--- src/rtl/dac_pkg.sv ---
// Shared constants and types for the unit-element DAC sequencer.
package dac_pkg;

  localparam int DAC_CODE_W = 4;
  localparam int DAC_ELEM   = 15;

  typedef logic [DAC_CODE_W-1:0] code_t;
  typedef logic [DAC_ELEM-1:0]   elem_t;

  // Element rotation pointer, always kept in 0..DAC_ELEM-1.
  typedef logic [3:0] ptr_t;

endpackage

--- src/rtl/dac_sequencer_if.sv ---
// Upstream sample stream into the DAC sequencer.
interface dac_sequencer_if;
  import dac_pkg::*;

  // Handshake: a sample transfers on a rising clk edge where s_valid and
  // s_ready are both high; the master holds s_valid and s_data stable until
  // that edge, and s_ready never depends on s_valid.
  logic  s_valid;
  code_t s_data;
  logic  s_ready;

  modport master (output s_valid, output s_data, input s_ready);
  modport slave  (input s_valid, input s_data, output s_ready);

endinterface

--- src/rtl/dac_thermometer.sv ---
// Binary code to thermometer decoder: code N lights elements 0..N-1.
module dac_thermometer
  import dac_pkg::*;
(
  input  code_t code,
  output elem_t therm
);

  always_comb begin
    therm = '0;
    for (int i = 0; i < DAC_ELEM; i++) begin
      therm[i] = (code > code_t'(i));
    end
  end

endmodule

--- src/rtl/dac_sequencer.sv ---
// Buffers binary DAC codes and, on each sample-rate tick, drives a rotated
// (data-weighted-averaging) thermometer pattern onto the unit elements.
module dac_sequencer
  import dac_pkg::*;
#(
  parameter int FIFO_DEPTH = 4,
  parameter int DIV_W      = 8
) (
  input  logic             clk,
  input  logic             rst,
  input  logic             en,
  input  logic [DIV_W-1:0] div,
  input  logic             dwa_en,
  dac_sequencer_if.slave   s,
  output elem_t            elem,
  output logic             sample_strobe,
  output logic             underflow,
  input  logic             clr_underflow
);

  localparam int AW = $clog2(FIFO_DEPTH);
  localparam int CW = AW + 1;

  code_t            mem [FIFO_DEPTH];
  logic [AW-1:0]    wr_ptr;
  logic [AW-1:0]    rd_ptr;
  logic [CW-1:0]    count;
  logic             full;
  logic             empty;
  logic             push;
  logic             pop;

  logic [DIV_W-1:0] tick_cnt;
  logic             tick;

  ptr_t             p;
  ptr_t             rot;
  ptr_t             p_next;
  logic [4:0]       p_sum;
  code_t            code;
  elem_t            therm;
  elem_t            rotated;

  // Full/empty come from registered occupancy, so a same-cycle pop never
  // frees a slot for a push and a same-cycle push never feeds a tick.
  assign full      = (count == CW'(FIFO_DEPTH));
  assign empty     = (count == '0);
  assign s.s_ready = !full;
  assign push      = s.s_valid && !full;
  assign tick      = en && (tick_cnt >= div);
  assign pop       = tick && !empty;
  assign code      = mem[rd_ptr];

  dac_thermometer u_therm (
    .code  (code),
    .therm (therm)
  );

  // Cyclic left rotation within the element array; rot==0 shifts the wrap
  // term out completely.
  assign rot     = dwa_en ? p : '0;
  assign rotated = (therm << rot) | (therm >> (4'(DAC_ELEM) - rot));

  assign p_sum  = {1'b0, p} + {1'b0, code};
  assign p_next = (p_sum >= 5'd15) ? ptr_t'(p_sum - 5'd15) : p_sum[3:0];

  always_ff @(posedge clk) begin
    if (push) begin
      mem[wr_ptr] <= s.s_data;
    end
  end

  always_ff @(posedge clk or posedge rst) begin
    if (rst) begin
      wr_ptr <= '0;
      rd_ptr <= '0;
      count  <= '0;
    end else begin
      if (push) wr_ptr <= wr_ptr + 1'b1;
      if (pop)  rd_ptr <= rd_ptr + 1'b1;
      case ({push, pop})
        2'b10:   count <= count + 1'b1;
        2'b01:   count <= count - 1'b1;
        default: count <= count;
      endcase
    end
  end

  // A div lowered below the running count ticks on the next cycle.
  always_ff @(posedge clk or posedge rst) begin
    if (rst) begin
      tick_cnt <= '0;
    end else if (!en || tick) begin
      tick_cnt <= '0;
    end else begin
      tick_cnt <= tick_cnt + 1'b1;
    end
  end

  always_ff @(posedge clk or posedge rst) begin
    if (rst) begin
      p <= '0;
    end else if (!dwa_en) begin
      p <= '0;
    end else if (pop) begin
      p <= p_next;
    end
  end

  always_ff @(posedge clk or posedge rst) begin
    if (rst) begin
      elem          <= '0;
      sample_strobe <= 1'b0;
    end else begin
      sample_strobe <= pop;
      if (pop) begin
        elem <= rotated;
      end
    end
  end

  // Setting wins over a coincident clear.
  always_ff @(posedge clk or posedge rst) begin
    if (rst) begin
      underflow <= 1'b0;
    end else if (tick && empty) begin
      underflow <= 1'b1;
    end else if (clr_underflow) begin
      underflow <= 1'b0;
    end
  end

endmodule

--- src/flat_wrapper.sv ---
// flat-port wrapper written by rule: the top's interface ports become plain ports
module dac_sequencer_flat import dac_pkg::*;
#(
  parameter int FIFO_DEPTH = 4,
  parameter int DIV_W      = 8
)
  (clk, rst, en, div, dwa_en, elem, sample_strobe, underflow, clr_underflow, s_s_valid, s_s_data, s_s_ready);
  dac_sequencer_if s_i ();
  input  logic clk;
  input  logic rst;
  input  logic en;
  input  logic [DIV_W-1:0] div;
  input  logic dwa_en;
  output elem_t elem;
  output logic sample_strobe;
  output logic underflow;
  input  logic clr_underflow;
  input wire logic [$bits(s_i.s_valid)-1:0] s_s_valid;
  input wire logic [$bits(s_i.s_data)-1:0] s_s_data;
  output wire logic [$bits(s_i.s_ready)-1:0] s_s_ready;
  assign s_i.s_valid = s_s_valid;
  assign s_i.s_data = s_s_data;
  assign s_s_ready = s_i.s_ready;
  dac_sequencer #(.FIFO_DEPTH(FIFO_DEPTH), .DIV_W(DIV_W)) u_core (.clk(clk), .rst(rst), .en(en), .div(div), .dwa_en(dwa_en), .s(s_i), .elem(elem), .sample_strobe(sample_strobe), .underflow(underflow), .clr_underflow(clr_underflow));
endmodule
--- config.mk ---
export PLATFORM = sky130hd
export DESIGN_NAME = dac_sequencer_flat
export DESIGN_NICKNAME = d
export VERILOG_FILES = /design/src/rtl/dac_pkg.sv /design/src/rtl/dac_sequencer_if.sv /design/src/rtl/dac_thermometer.sv /design/src/rtl/dac_sequencer.sv /design/src/flat_wrapper.sv
export SDC_FILE = /design/constraint.sdc
export NUM_CORES = 1
export LEC_CHECK = 0
export CORE_ASPECT_RATIO = 1.4
export CORE_UTILIZATION = 44
export CTS_CLUSTER_SIZE = 14
export DETAILED_ROUTE_END_ITERATION = 12
export GPL_TIMING_DRIVEN = 0
export SLEW_MARGIN = 5
export SYNTH_ARGS = -nofsm -noshare
export SYNTH_HDL_FRONTEND = slang
export SYNTH_SLANG_ARGS = --single-unit
--- constraint.sdc ---
create_clock -name clk -period 8.6 [get_ports clk]
set_input_delay 1.29 -clock clk [delete_from_list [all_inputs] [get_ports clk]]
set_output_delay 1.29 -clock clk [all_outputs]
set_load 0.01 [all_outputs]
==> flow_summary.json <==
{
  "global_route.usage.met3_pct": 2.60,
  "timing.setup.critical_path_class": "in2reg",
  "postcts_resize_cnt": 0,
  "first_pass_iters": 4,
  "detailroute.via_count": 2715,
  "min-delay-start": "u_core.count[0]",
  "wire_length_of_the_first_global_routing_pass_mm": 12.7,
  "synthFlopType": "dfrtp_1",
  "count_of_flip_flops_with_a_built_in_enable_after_synthesis": 16,
  "cts_tree": "built",
  "multiInputGateArea_mm2": 0.00178,
  "syn-cell-area_mm2": 0.00333,
  "crit_slowest_cell": "clkbuf_1",
  "start_util_pct": 45.3,
  "cts_post_setup_buffers_inserted": 0,
  "antennaDiodeCount": 0,
  "crit_path_start_kind": "input port",
  "post_cts_hold_buffers": 0,
  "post_synth_main_area_contributors": "dfrtp_1 (27%), edfxtp_1 (14%), ha_1 (7.1%)",
  "fp.dieArea_mm2": 0.00793,
  "grt-ovfl-total": 0,
  "ir_drop_mv": 0.149,
  "synth.net_count": 380,
  "critical_path_arrival_ns": 4.65,
  "period_minus_slack_ns": 4.42,
  "maxSlewHeadroom_pct": 51.2,
  "gr-usage-met1_pct": 24.8,
  "wl_per_cell_um": 15.9,
  "finalWirelength_mm": 7.63,
  "dp_hpwl_mm": 5.91,
  "syn_avg_cell_area_um2": 9.77,
  "tightest_slew_ns": 0.731,
  "cell_depth_of_the_worst_min_delay_path": 1,
  "critical_path.endpoint_type": "flip-flop",
  "clockBufferDepth": 2,
  "cell_depth_of_the_worst_flop_to_flop_path": 14,
  "cts.sink_count": 52,
  "layout.filler_cells": 677,
  "maximum_fanout_along_the_worst_path": 11,
  "detail_route.drc_violations": 0,
  "chipWidth_um": 75.5,
  "finalMaxSlewViolations": 0,
  "synth_top_area_share_pct": 27.0,
  "cts_inserted_buffers": 5,
  "globalplace.congestion": 0.928,
  "finalSetupViolations": 0,
  "launch_instance_of_the_worst_register_to_register_path": "u_core.tick_cnt[0]",
  "clock_tree.htree_level_count": 2,
  "timing.critical_path.required_ns": 8.83,
  "achievable-frequency_mhz": 226,
  "groute.usage.overall_pct": 21.0,
  "core_area_mm2": 0.00736,
  "rsz0062_at_grt": "no",
  "finalPower_uw": 844,
  "synth-seq-cells": 52,
  "via_per_inst": 5.64,
  "seq_area_mm2": 0.00138,
  "grt_antenna_before_repair": 0,
  "timing.critical_path.max_delay_family": "buffers and inverters",
  "synth.lib_cells_used.distinct": 68,
  "ff2ff_setup_slack_ns": 5.13,
  "via_count_of_the_first_global_routing_pass": 2731,
  "yosysSeqAreaShare_pct": 41.5,
  "initialDrtViolationCount": 132,
  "cp_slowest_stage_delay_ns": 0.49,
  "area_growth_pct": 17.0,
  "period_utilisation_layout_pct": 51.4,
  "globalRoute.busiestLayer": "met2",
  "maxCapViolations": 0,
  "power_density_mw_per_mm2": 216,
  "setup_total_negative_slack_ns": 0,
  "floorplan.io_pins": 36,
  "fraction_of_final_layout_cells_with_drive_strength_greater_than_1_pct": 9.90,
  "run_status": "completed",
  "design.final.nets": 422,
  "hold_viol": 0,
  "ys.warnings.count": 0,
  "synthArstFlopShare_pct": 69.2,
  "path_clk_slew_ns": 0.08,
  "synthesis.instances": 341,
  "cts_root_buf": "clkbuf_8",
  "synth.largest_area_cell": "dfrtp_1",
  "clock_skew_ns": 0.00921,
  "met2_usage_pct": 36.1,
  "worstReg2RegEnd": "u_core.count[2]",
  "drtAntennaViolNets": 0,
  "crit_chain": "clkdlybuf4s50_1 > inv_1 > ha_1 > o2111ai_1 > o21ai_0 > nand4_1 > clkinv_1 > clkbuf_1 > ha_1 > inv_1 > fa_1 > xor2_1 > nor2_1 > xor2_1",
  "hold_path_class": "reg2reg",
  "die_boundary_height_um": 105,
  "reported_leakage_power_uw": 0.00167,
  "port_buffers": 35,
  "timing.hold.worst_endpoint": "u_core.count[0]",
  "core.rowCount": 37,
  "critPathBufInv": 5,
  "grt_max_degree": 37,
  "worstSkewPairLatency_ns": 0.31
}
-- flip-flops by register name (all words and copies together), names as in the netlist --
| name | count |
|---|---|
| u_core.elem | 15 |
| u_core.mem | 16 |
| u_core.wr_ptr | 2 |
| u_core.count | 3 |
| u_core.tick_cnt | 8 |
| u_core.underflow | 1 |
| u_core.p | 4 |
| u_core.sample_strobe | 1 |
| u_core.rd_ptr | 2 |
-- worst reg2reg max path, delay by kind of cell (launching register included) --
family          cells  cell delay (ns)
compound gates      2             0.36
simple gates        3             0.50
xor+xnor            2             0.30
flops               1             0.44
fa+ha+maj           3             0.92
buf+inv             4             0.89
-- metal layers --
metal  share of wire [%]  wire length (µm)  up-vias
met2                  52              3960       54
met5                   0                 0        -
met3                 2.1               163       23
li1                    -                 -     1335
met1                  42              3170     1303
met4                 4.3               331        0
-- power breakdown --
group          total (µW)  switching, µW  internal [µW]
registers             328           24.8            303
clock network         148           79.4           69.0
logic                 368            209            159
total                 844            313            531
-- worst max path at each step --
stage | slack (ns) | depth (start not counted) | from | to
after floorplan | 4.90 | 13 | div[4] | u_core.count[2]
after global placement | 3.85 | 14 | div[5] | u_core.count[2]
after detailed placement | 3.84 | 14 | div[4] | u_core.count[2]
after CTS | 4.16 | 14 | div[4] | u_core.count[2]
after global routing | 3.85 | 14 | div[5] | u_core.count[2]
final | 4.18 | 14 | div[5] | u_core.count[2]
-- per-stage QoR --
step | util, % | hold slack, ns | setup WS (ns) | instances | cell area (µm²)
2_1_floorplan | - | 0.451 | 4.90 | 341 | 3330
3_3_place_gp | 51.7 | 0.472 | 3.85 | 473 | 3800
3_5_place_dp | 51.7 | 0.480 | 3.84 | 473 | 3800
4_1_cts | 53.0 | 0.497 | 4.16 | 481 | 3900
5_1_grt | 53.0 | 0.522 | 3.85 | 481 | 3900
6_report | 53.0 | 0.493 | 4.18 | 481 | 3900
-- cell type report --
class / instances / share of cell area, %
Sequential cell: 52 / 35.4
Multi-Input combinational cell: 249 / 45.7
Buffer: 15 / 1.83
Tap cell: 97 / 3.11
Clock buffer: 7 / 2.31
Clock inverter: 1 / 0.160
Timing Repair Buffer: 35 / 8.98
Inverter: 25 / 2.47
-- logic make-up (layout without fill, tap and decap cells) --
| group | count (synthesis) | count (layout) | share of synthesized area (%) |
|---|---|---|---|
| buffers and inverters | 40 | 83 | 5.03 |
| DFF | 52 | 52 | 41.5 |
| and+or+nand+nor | 108 | 108 | 16.2 |
| AOI/OAI and AO/OA | 92 | 92 | 19.6 |
| adders and majority gates | 23 | 23 | 8.97 |
| muxes | 11 | 11 | 4.84 |
| xor gates and xnor gates | 15 | 15 | 3.94 |
-- Yosys cell counts (2+ instances only) --
cell       n
nor3_1     8
nand3_1    9
a211o_1    4
fa_1       2
buf_2      5
nand2_1   30
and2_1     4
a311o_1    2
clkbuf_1   8
o21a_1     3
mux2_2     3
or2_2      2
or3_1      3
edfxtp_1  16
a221oi_1   2
inv_1     23
a21oi_1   17
o221a_2    2
xor2_1     9
mux2i_1    3
o21ai_1    2
nor2b_1    2
a22o_1     2
a21o_1     5
nor4_1     3
dfrtp_1   36
o21ai_0   16
nand4_1    3
and3_1    11
xnor2_1    6
o221ai_1   7
a211oi_1   6
o22ai_1    5
mux4_2     2
a31oi_1    4
nand2b_1   3
nor2_1    23
ha_1      19
mux2_4     2
-- layout by cell type, fill, tap and decap left out, types with 3 or more instances in the layout --
master | Yosys | final
a211o_1 | 4 | 4
a211oi_1 | 6 | 6
a21o_1 | 5 | 5
a21oi_1 | 17 | 17
a31oi_1 | 4 | 4
and2_1 | 4 | 4
and3_1 | 11 | 11
buf_2 | 5 | 5
clkbuf_1 | 8 | 8
clkbuf_8 | 0 | 6
clkdlybuf4s50_1 | 0 | 35
dfrtp_1 | 36 | 36
edfxtp_1 | 16 | 16
ha_1 | 19 | 19
inv_1 | 23 | 22
mux2_2 | 3 | 3
mux2i_1 | 3 | 3
nand2_1 | 30 | 30
nand2b_1 | 3 | 3
nand3_1 | 9 | 9
nand4_1 | 3 | 3
nor2_1 | 23 | 23
nor3_1 | 8 | 8
nor4_1 | 3 | 3
o21a_1 | 3 | 3
o21ai_0 | 16 | 16
o221ai_1 | 7 | 7
o22ai_1 | 5 | 5
or3_1 | 3 | 3
xnor2_1 | 6 | 6
xor2_1 | 9 | 9
Note: power is estimated with default switching activity, not from simulation.
